===== src/rtl/ignore_window_ctrl.sv =====
// Round-robin arbiter that owns a shared hold-off down-counter for button requesters.
// Optional IGNORE_STATS_EN adds an 8-bit saturating count of dropped presses (ign_cnt).
module ignore_window_ctrl #(
  parameter int N_REQ = 4,
  parameter int CNT_W = 2
) (
  input  logic             clock,
  input  logic             reset,
  input  logic [N_REQ-1:0] botao,
  input  logic [CNT_W-1:0] preset,
  input  logic             enable,
  output logic [N_REQ-1:0] grant,
  output logic             busy,
  output logic [CNT_W-1:0] Q,
  output logic             done,
  output logic             ignored
`ifdef IGNORE_STATS_EN
  ,
  output logic [7:0]       ign_cnt
`endif
);

  localparam int IW = (N_REQ > 1) ? $clog2(N_REQ) : 1;

  typedef enum logic [1:0] {
    IDLE,
    LOAD,
    COUNT,
    DONE
  } state_t;

  state_t           state_q, state_d;
  logic [N_REQ-1:0] botao_q;
  logic [N_REQ-1:0] pending_q, pending_d;
  logic [IW-1:0]    rr_ptr_q, rr_ptr_d;
  logic [IW-1:0]    pick_q, pick_d;
  logic [N_REQ-1:0] grant_q, grant_d;
  logic             busy_q, busy_d;
  logic [CNT_W-1:0] cnt_q, cnt_d;
  logic             done_q, done_d;
  logic             ignored_q, ignored_d;

  logic [N_REQ-1:0] press, clr, held, avail, drop;
  logic [IW:0]      idx, nxt;
  logic [IW-1:0]    sel;
  logic             found;

  always_comb begin
    press = botao & ~botao_q;
    found = 1'b0;
    sel   = '0;
    idx   = '0;
    for (int k = 0; k < N_REQ; k++) begin
      idx = {1'b0, rr_ptr_q} + (IW+1)'(k);
      if (idx >= (IW+1)'(N_REQ)) idx = idx - (IW+1)'(N_REQ);
      if (!found && pending_q[idx[IW-1:0]]) begin
        found = 1'b1;
        sel   = idx[IW-1:0];
      end
    end

    nxt = {1'b0, pick_q} + (IW+1)'(1);
    if (nxt >= (IW+1)'(N_REQ)) nxt = '0;

    state_d  = state_q;
    rr_ptr_d = rr_ptr_q;
    pick_d   = pick_q;
    grant_d  = grant_q;
    busy_d   = busy_q;
    cnt_d    = cnt_q;
    clr      = '0;
    done_d   = (state_q == DONE);

    unique case (state_q)
      IDLE: begin
        if (found) begin
          pick_d   = sel;
          clr[sel] = 1'b1;
          grant_d  = N_REQ'(1) << sel;
          busy_d   = 1'b1;
          state_d  = LOAD;
        end
      end
      LOAD: begin
        cnt_d   = preset;
        state_d = (preset == '0) ? DONE : COUNT;
      end
      COUNT: begin
        if (cnt_q == '0) begin
          state_d = DONE;
        end else if (enable) begin
          cnt_d = cnt_q - CNT_W'(1);
          if (cnt_q == CNT_W'(1)) state_d = DONE;
        end
      end
      DONE: begin
        rr_ptr_d = nxt[IW-1:0];
        grant_d  = '0;
        busy_d   = 1'b0;
        state_d  = IDLE;
      end
      default: state_d = IDLE;
    endcase

    // A press on the pick cycle for the picked requester is re-latched.
    held      = (state_q != IDLE) ? grant_q : '0;
    avail     = pending_q & ~clr;
    drop      = press & (held | avail);
    pending_d = avail | (press & ~drop);
    ignored_d = |drop;
  end

  always_ff @(posedge clock or posedge reset) begin
    if (reset) begin
      state_q   <= IDLE;
      botao_q   <= '0;
      pending_q <= '0;
      rr_ptr_q  <= '0;
      pick_q    <= '0;
      grant_q   <= '0;
      busy_q    <= 1'b0;
      cnt_q     <= '0;
      done_q    <= 1'b0;
      ignored_q <= 1'b0;
    end else begin
      state_q   <= state_d;
      botao_q   <= botao;
      pending_q <= pending_d;
      rr_ptr_q  <= rr_ptr_d;
      pick_q    <= pick_d;
      grant_q   <= grant_d;
      busy_q    <= busy_d;
      cnt_q     <= cnt_d;
      done_q    <= done_d;
      ignored_q <= ignored_d;
    end
  end

  assign grant   = grant_q;
  assign busy    = busy_q;
  assign Q       = cnt_q;
  assign done    = done_q;
  assign ignored = ignored_q;

`ifdef IGNORE_STATS_EN
  logic [7:0] ign_cnt_q, ign_cnt_d;

  always_comb begin
    ign_cnt_d = ign_cnt_q;
    if (ignored_d && ign_cnt_q != 8'hFF) ign_cnt_d = ign_cnt_q + 8'd1;
  end

  always_ff @(posedge clock or posedge reset) begin
    if (reset) ign_cnt_q <= '0;
    else       ign_cnt_q <= ign_cnt_d;
  end

  assign ign_cnt = ign_cnt_q;
`endif

endmodule

===== config.mk =====
export PLATFORM = sky130hd
export DESIGN_NAME = ignore_window_ctrl
export DESIGN_NICKNAME = d
export VERILOG_FILES = /design/src/rtl/ignore_window_ctrl.sv
export SDC_FILE = /design/constraint.sdc
export NUM_CORES = 1
export LEC_CHECK = 0
export ABC_AREA = 1
export CAP_MARGIN = 15
export CORE_ASPECT_RATIO = 0.5
export CORE_MARGIN = 5
export CORE_UTILIZATION = 45
export DETAILED_ROUTE_END_ITERATION = 10
export PLACE_DENSITY = 0.66
export REMOVE_ABC_BUFFERS = 1
export SYNTH_ARGS = -nofsm -noshare
export SYNTH_HDL_FRONTEND = slang
export SYNTH_SLANG_ARGS = --single-unit

===== constraint.sdc =====
create_clock -name clock -period 2.9 [get_ports clock]
set_input_delay 0.58 -clock clock [delete_from_list [all_inputs] [get_ports clock]]
set_output_delay 0.58 -clock clock [all_outputs]
set_load 0.005 [all_outputs]

After elaboration in Yosys (flattened, before gate mapping)
Cells that the tools add are included.
Widths: inputs -> output; s select.
{"block": "word_totals", "inputBits": 9, "regBits": 23, "word_cells": 106, "output_inout_bits": 9}
{"block": "op_classes", "n_eq_ne": 9, "muxes": 39, "shift": 1, "bitwise": 9, "reduce_logical": 18, "n_lt_le_gt_ge": 11, "addsub": 9}
{"cell": "$mux 2", "n": 15}
{"cell": "$and 4x4->4", "n": 4}
{"cell": "$mux 4", "n": 4}
{"cell": "$lt 2x3->1 const B", "n": 5}
{"cell": "$ge 3x3->1 const B", "n": 4}
{"cell": "$not 4->4", "n": 3}
{"cell": "$mux 1", "n": 11}
{"cell": "$sub 2x1->2 const B", "n": 5}
{"cell": "$bmux 1 s2", "n": 4}
{"cell": "$or 4x4->4", "n": 2}
{"cell": "$pmux 2 s4", "n": 1}
{"cell": "$pmux 4 s2", "n": 1}
{"cell": "$add 2x1->3 const B", "n": 2}
{"cell": "$add 2x2->3 const B", "n": 2}
{"cell": "$logic_not 2->1", "n": 3}
{"cell": "$ne 2x2->1 const B", "n": 3}
{"cell": "$ne 3x3->1 const B", "n": 2}
{"cell": "$reduce_and 3->1", "n": 2}
{"cell": "$reduce_bool 2->1", "n": 3}
{"cell": "$eq 2x1->1 const B", "n": 2}
{"cell": "$eq 2x2->1 const B", "n": 2}
{"cell": "$logic_and 1x1->1", "n": 4}
{"cell": "$pmux 2 s2", "n": 1}
{"cell": "$reduce_and 2->1", "n": 2}
{"cell": "other kinds (7)", "n": 9}

Longest topological paths before layout
{"block": "depth", "ltp_word": 27, "ltp_mapped": 17, "mapped_depth_nobuf": 16}

Least setup slack after synthesis
Ideal clock, no wire load.
{"block": "synth_timing", "path_kind": "register -> register", "from": "reg rr_ptr_q[0]", "to": "reg ignored_q (netlist: ignored)", "arrival_ns": 1.559, "setup_ns": 0.116, "synth_period_minus_slack_ns": 1.675, "path_stages_with_launch": 17, "setup_slack_ns": 1.225, "path_buffers": 2, "required_ns": 2.784, "cell_sequence": "dfrtp_1 buf_6 buf_6 nand2_1 nand3_2 nand2_4 inv_1 a21oi_1 nand2_1 nand2_2 nand3_2 nand2_1 nand2_1 nand2_1 nand2_1 inv_1 nand2_1"}
{"block": "synth_between", "elab_chain_cells": 25, "elab_cells_between_ends": 49, "classes_between": "add/sub (7); order compare (6); mux (24); bitwise (4); reduce/logical (8)"}
{"element": "start, declared", "line_no": "35", "rtl": "logic [IW-1:0] rr_ptr_q, rr_ptr_d;"}
{"element": "start signal, assigned", "line_no": "129", "rtl": "rr_ptr_q <= rr_ptr_d;"}
{"element": "branches (longest 18 deep; another with $add 2x1->3)"}
{"element": "$mux 4 *", "line_no": "76", "rtl": "if (found) begin"}
{"element": "$mux 4 *", "line_no": "74", "rtl": "unique case (state_q)"}
{"element": "$not 4->4 *", "line_no": "107", "rtl": "avail = pending_q & ~clr;"}
{"element": "$and 4x4->4 *", "line_no": "107"}
{"element": "$or 4x4->4 *", "line_no": "108", "rtl": "drop = press & (held | avail);"}
{"element": "$and 4x4->4 *", "line_no": "108"}
{"element": "$reduce_or 4->1 *", "line_no": "110", "rtl": "ignored_d = |drop;"}
{"element": "named net ignored_d", "line_no": "41", "rtl": "logic ignored_q, ignored_d;"}
{"element": "end signal, assigned", "line_no": "135", "rtl": "ignored_q <= ignored_d;"}
{"element": "end, declared", "line_no": "41"}
Mark *: on every way through the listed nets, which the timed path passes. The select of a mux whose other input is x is not followed.
A chain may end at the register's enable or synchronous reset.

Worst setup path in the final report
Same ends and word-level chain as after synthesis.

==> out/qor.yml <==
run_status:
  status: "complete, no violations"
hold_path:
  hp-class: "reg -> reg"
clock_network:
  cts_root_buf: "clkbuf_8"
  cts_setup_buffers: 0
  holdBufCountCts: 0
  cts_buffer_depth: 2
  clk_pin_slew_ps: 90
  clock_latency_ps: 270
  cts-buffers-inserted: 3
  cts.sinks: 23
  htree_levels: 1
  cts_resized: 0
  cts_tree: "built"
place:
  port_buffers: 17
  detailedPlacementHpwl_um: 2370
  dp.cells: 255
  place.gp.congestion: 0.889
detailed_routing:
  postRouteWirelength_um: 3020
  drc: 0
  viasPerCell: 4.87
  routedWlPerCell_um: 11.7
  drtIter0Drc: 36
  dr.pass1.iters: 4
  vias: 1261
  ant_nets: 0
cells_and_area:
  insertedDiodeCount: 0
  fillers: 305
  areaGrowthSynthToFinish_pct: 16.0
  nets: 236
  multi_input_area_um2: 777
  seq_area_um2: 576
  final_cells: 259
  layout-drive-gt1-share: 0.132
grt:
  overflow: 0
  grt_pass1_vias: 1160
  antenna_found_initial: 0
  grt_pass1_wl_um: 5340
  grtUsageTotal: 0.142
  grt_max_degree: 24
critical_path:
  path_class: "reg -> reg"
  path_max_fanout: 16
  worst_ep_arrival_time_ps: 2320
  critPathLaunchType: "register"
  end_kind: "register"
  critPathRequiredTime_ps: 3080
timing:
  rsz0062_at_grt: "false"
  setup_viol: 0
  clock_skew_ps: 6.61
  finalMaxSlewViolations: 0
  finalCritPeriodShare: 0.739
  min_period_ps: 2140
  relSlewSlack: 0.418
  finalHoldViolations: 0
  clock.fmax_mhz: 466
  tightest_slew_ps: 871
  finalSetupTns_ps: 0
yosys:
  ys_seq_area_frac: 0.382
  ys_ff_latch: 23
  syn-cell-area_um2: 1510
  synth.distinct_cells: 27
  synth.avg_cell_area_um2: 7.49
  netlist_instances: 201
  ys_warn_count: 0
power_and_ir_drop:
  power.density_nw_per_um2: 1160
  power.switching_mw: 1.02
  internal_power_mw: 1.00
  switching_share: 0.503
  p_comb_frac: 0.618
  max-vdd-ir-drop_v: 0.000512
  power_frac_seq: 0.278
  p_clk_frac: 0.104
  leakage_nw: 0.912
run:
  max-cap-violations: 0
floorplan:
  ios: 18
  initial_utilization: 0.485
  core_area_um2: 3100
  rows: 14
  dieArea_um2: 4670
  die_height_um: 50.9
  die_width_um: 91.8
-- cells in the mapped netlist (all sizes together) --
| library cell | number | area (um2) |
|---|---|---|
| o211ai | 1 | 7.51 |
| o32ai | 2 | 17.5 |
| ha | 7 | 87.6 |
| dfrtp | 23 | 576 |
| nand3 | 12 | 80.1 |
| nor2 | 14 | 67.6 |
| nand4 | 2 | 12.5 |
| inv | 32 | 125 |
| or2 | 1 | 6.26 |
| nand3b | 1 | 20.0 |
| o31ai | 1 | 7.51 |
| o21ai | 9 | 48.8 |
| buf | 3 | 27.5 |
| a22o | 1 | 8.76 |
| a21oi | 6 | 30.0 |
| o22ai | 3 | 18.8 |
| nand2 | 83 | 364 |
-- kinds of logic (layout without fill, tap and decap cells) --
kind of cell | after synthesis | count (layout) | share of synthesized area
compound gates | 23 | 23 | 0.0923
flops | 23 | 23 | 0.382
buf+inv | 35 | 53 | 0.101
simple gates | 113 | 113 | 0.366
fa+ha+maj | 7 | 7 | 0.0582
-- stage by stage --
step	cell area, um2	util	power [mW]	hold slack, ps	setup slack [ps]
3_5_place_dp	1700	0.548	1.81	481	768
5_1_grt	1750	0.563	2.24	518	526
2_1_floorplan	1480	-	1.48	457	1060
4_1_cts	1750	0.563	2.03	494	751
3_3_place_gp	1700	0.548	1.80	478	778
6_report	1750	0.563	2.02	491	756
-- flip-flops by register name, indices dropped and copies added, names as in the netlist --
signal	count
botao_q	4
grant	4
pending_q	4
Q	2
pick_q	2
rr_ptr_q	2
state_q	2
busy	1
done	1
ignored	1
-- critical path, stage by stage (launching register included) --
cell	delay, ps
dfrtp_1	750
inv_6	100
nand2_1	100
nand3_1	130
nand2_4	130
inv_2	70
nand3_2	60
nand2_2	70
nor2_2	200
nand3_1	110
nand2_1	110
nand2_1	50
nand2_1	50
nand2_1	40
inv_1	40
nand2_1	40
-- worst paths after layout --
kind | from | endpoint | slack [ps] | depth (start not counted)
min | pick_q[0]$_DFFE_PP0P_ | rr_ptr_q[0]$_DFFE_PP0P_ | 490 | 1
max in group asynchronous | reset | pending_q[0]$_DFF_PP0_ | 1580 | 2
min in group asynchronous | reset | botao_q[3]$_DFF_PP0_ | 780 | 2
min reg2reg | pick_q[0]$_DFFE_PP0P_ | rr_ptr_q[0]$_DFFE_PP0P_ | 490 | 1
max | rr_ptr_q[0]$_DFFE_PP0P_ | ignored$_DFF_PP0_ | 760 | 15
max reg2reg | rr_ptr_q[0]$_DFFE_PP0P_ | ignored$_DFF_PP0_ | 760 | 15
-- layout by cell type, fill, tap and decap left out, drive strengths merged --
master	instances
o22ai	3
clkbuf	3
dfrtp	23
nand3b	1
o31ai	1
clkdlybuf4s50	17
ha	7
o21ai	9
inv	32
clkinvlp	1
nor2	14
o32ai	2
or2	1
o211ai	1
nand4	2
a22o	1
nand3	12
a21oi	6
nand2	83
-- per-layer routing --
| layer | up-vias | wire length, um | GRT usage |
|---|---|---|---|
| li1 | 667 | - | - |
| met1 | 564 | 1530 | 0.196 |
| met2 | 28 | 1310 | 0.232 |
| met3 | 2 | 160 | 0.0323 |
| met4 | 0 | 22 | 0.0296 |
| met5 | - | 0 | 0 |
-- final cells by class --
class / instances / share of cell area
clock buffers: 3 / 0.0236
clock inverters: 1 / 0.00430
inverters: 32 / 0.0716
multi-input cells: 143 / 0.445
flip-flops and latches: 23 / 0.330
well taps: 40 / 0.0287
repair buffers: 17 / 0.0974
-- power groups by stage --
stage               Sequential (mW)  Combinational (mW)  Clock (mW)
floorplan                     0.546               0.937           0
global placement              0.568                1.23           0
detailed placement            0.570                1.24           0
CTS                           0.563                1.25       0.216
global route                  0.588                1.42       0.233
finish                        0.563                1.25       0.211
Power figures use the tool's default switching activity.
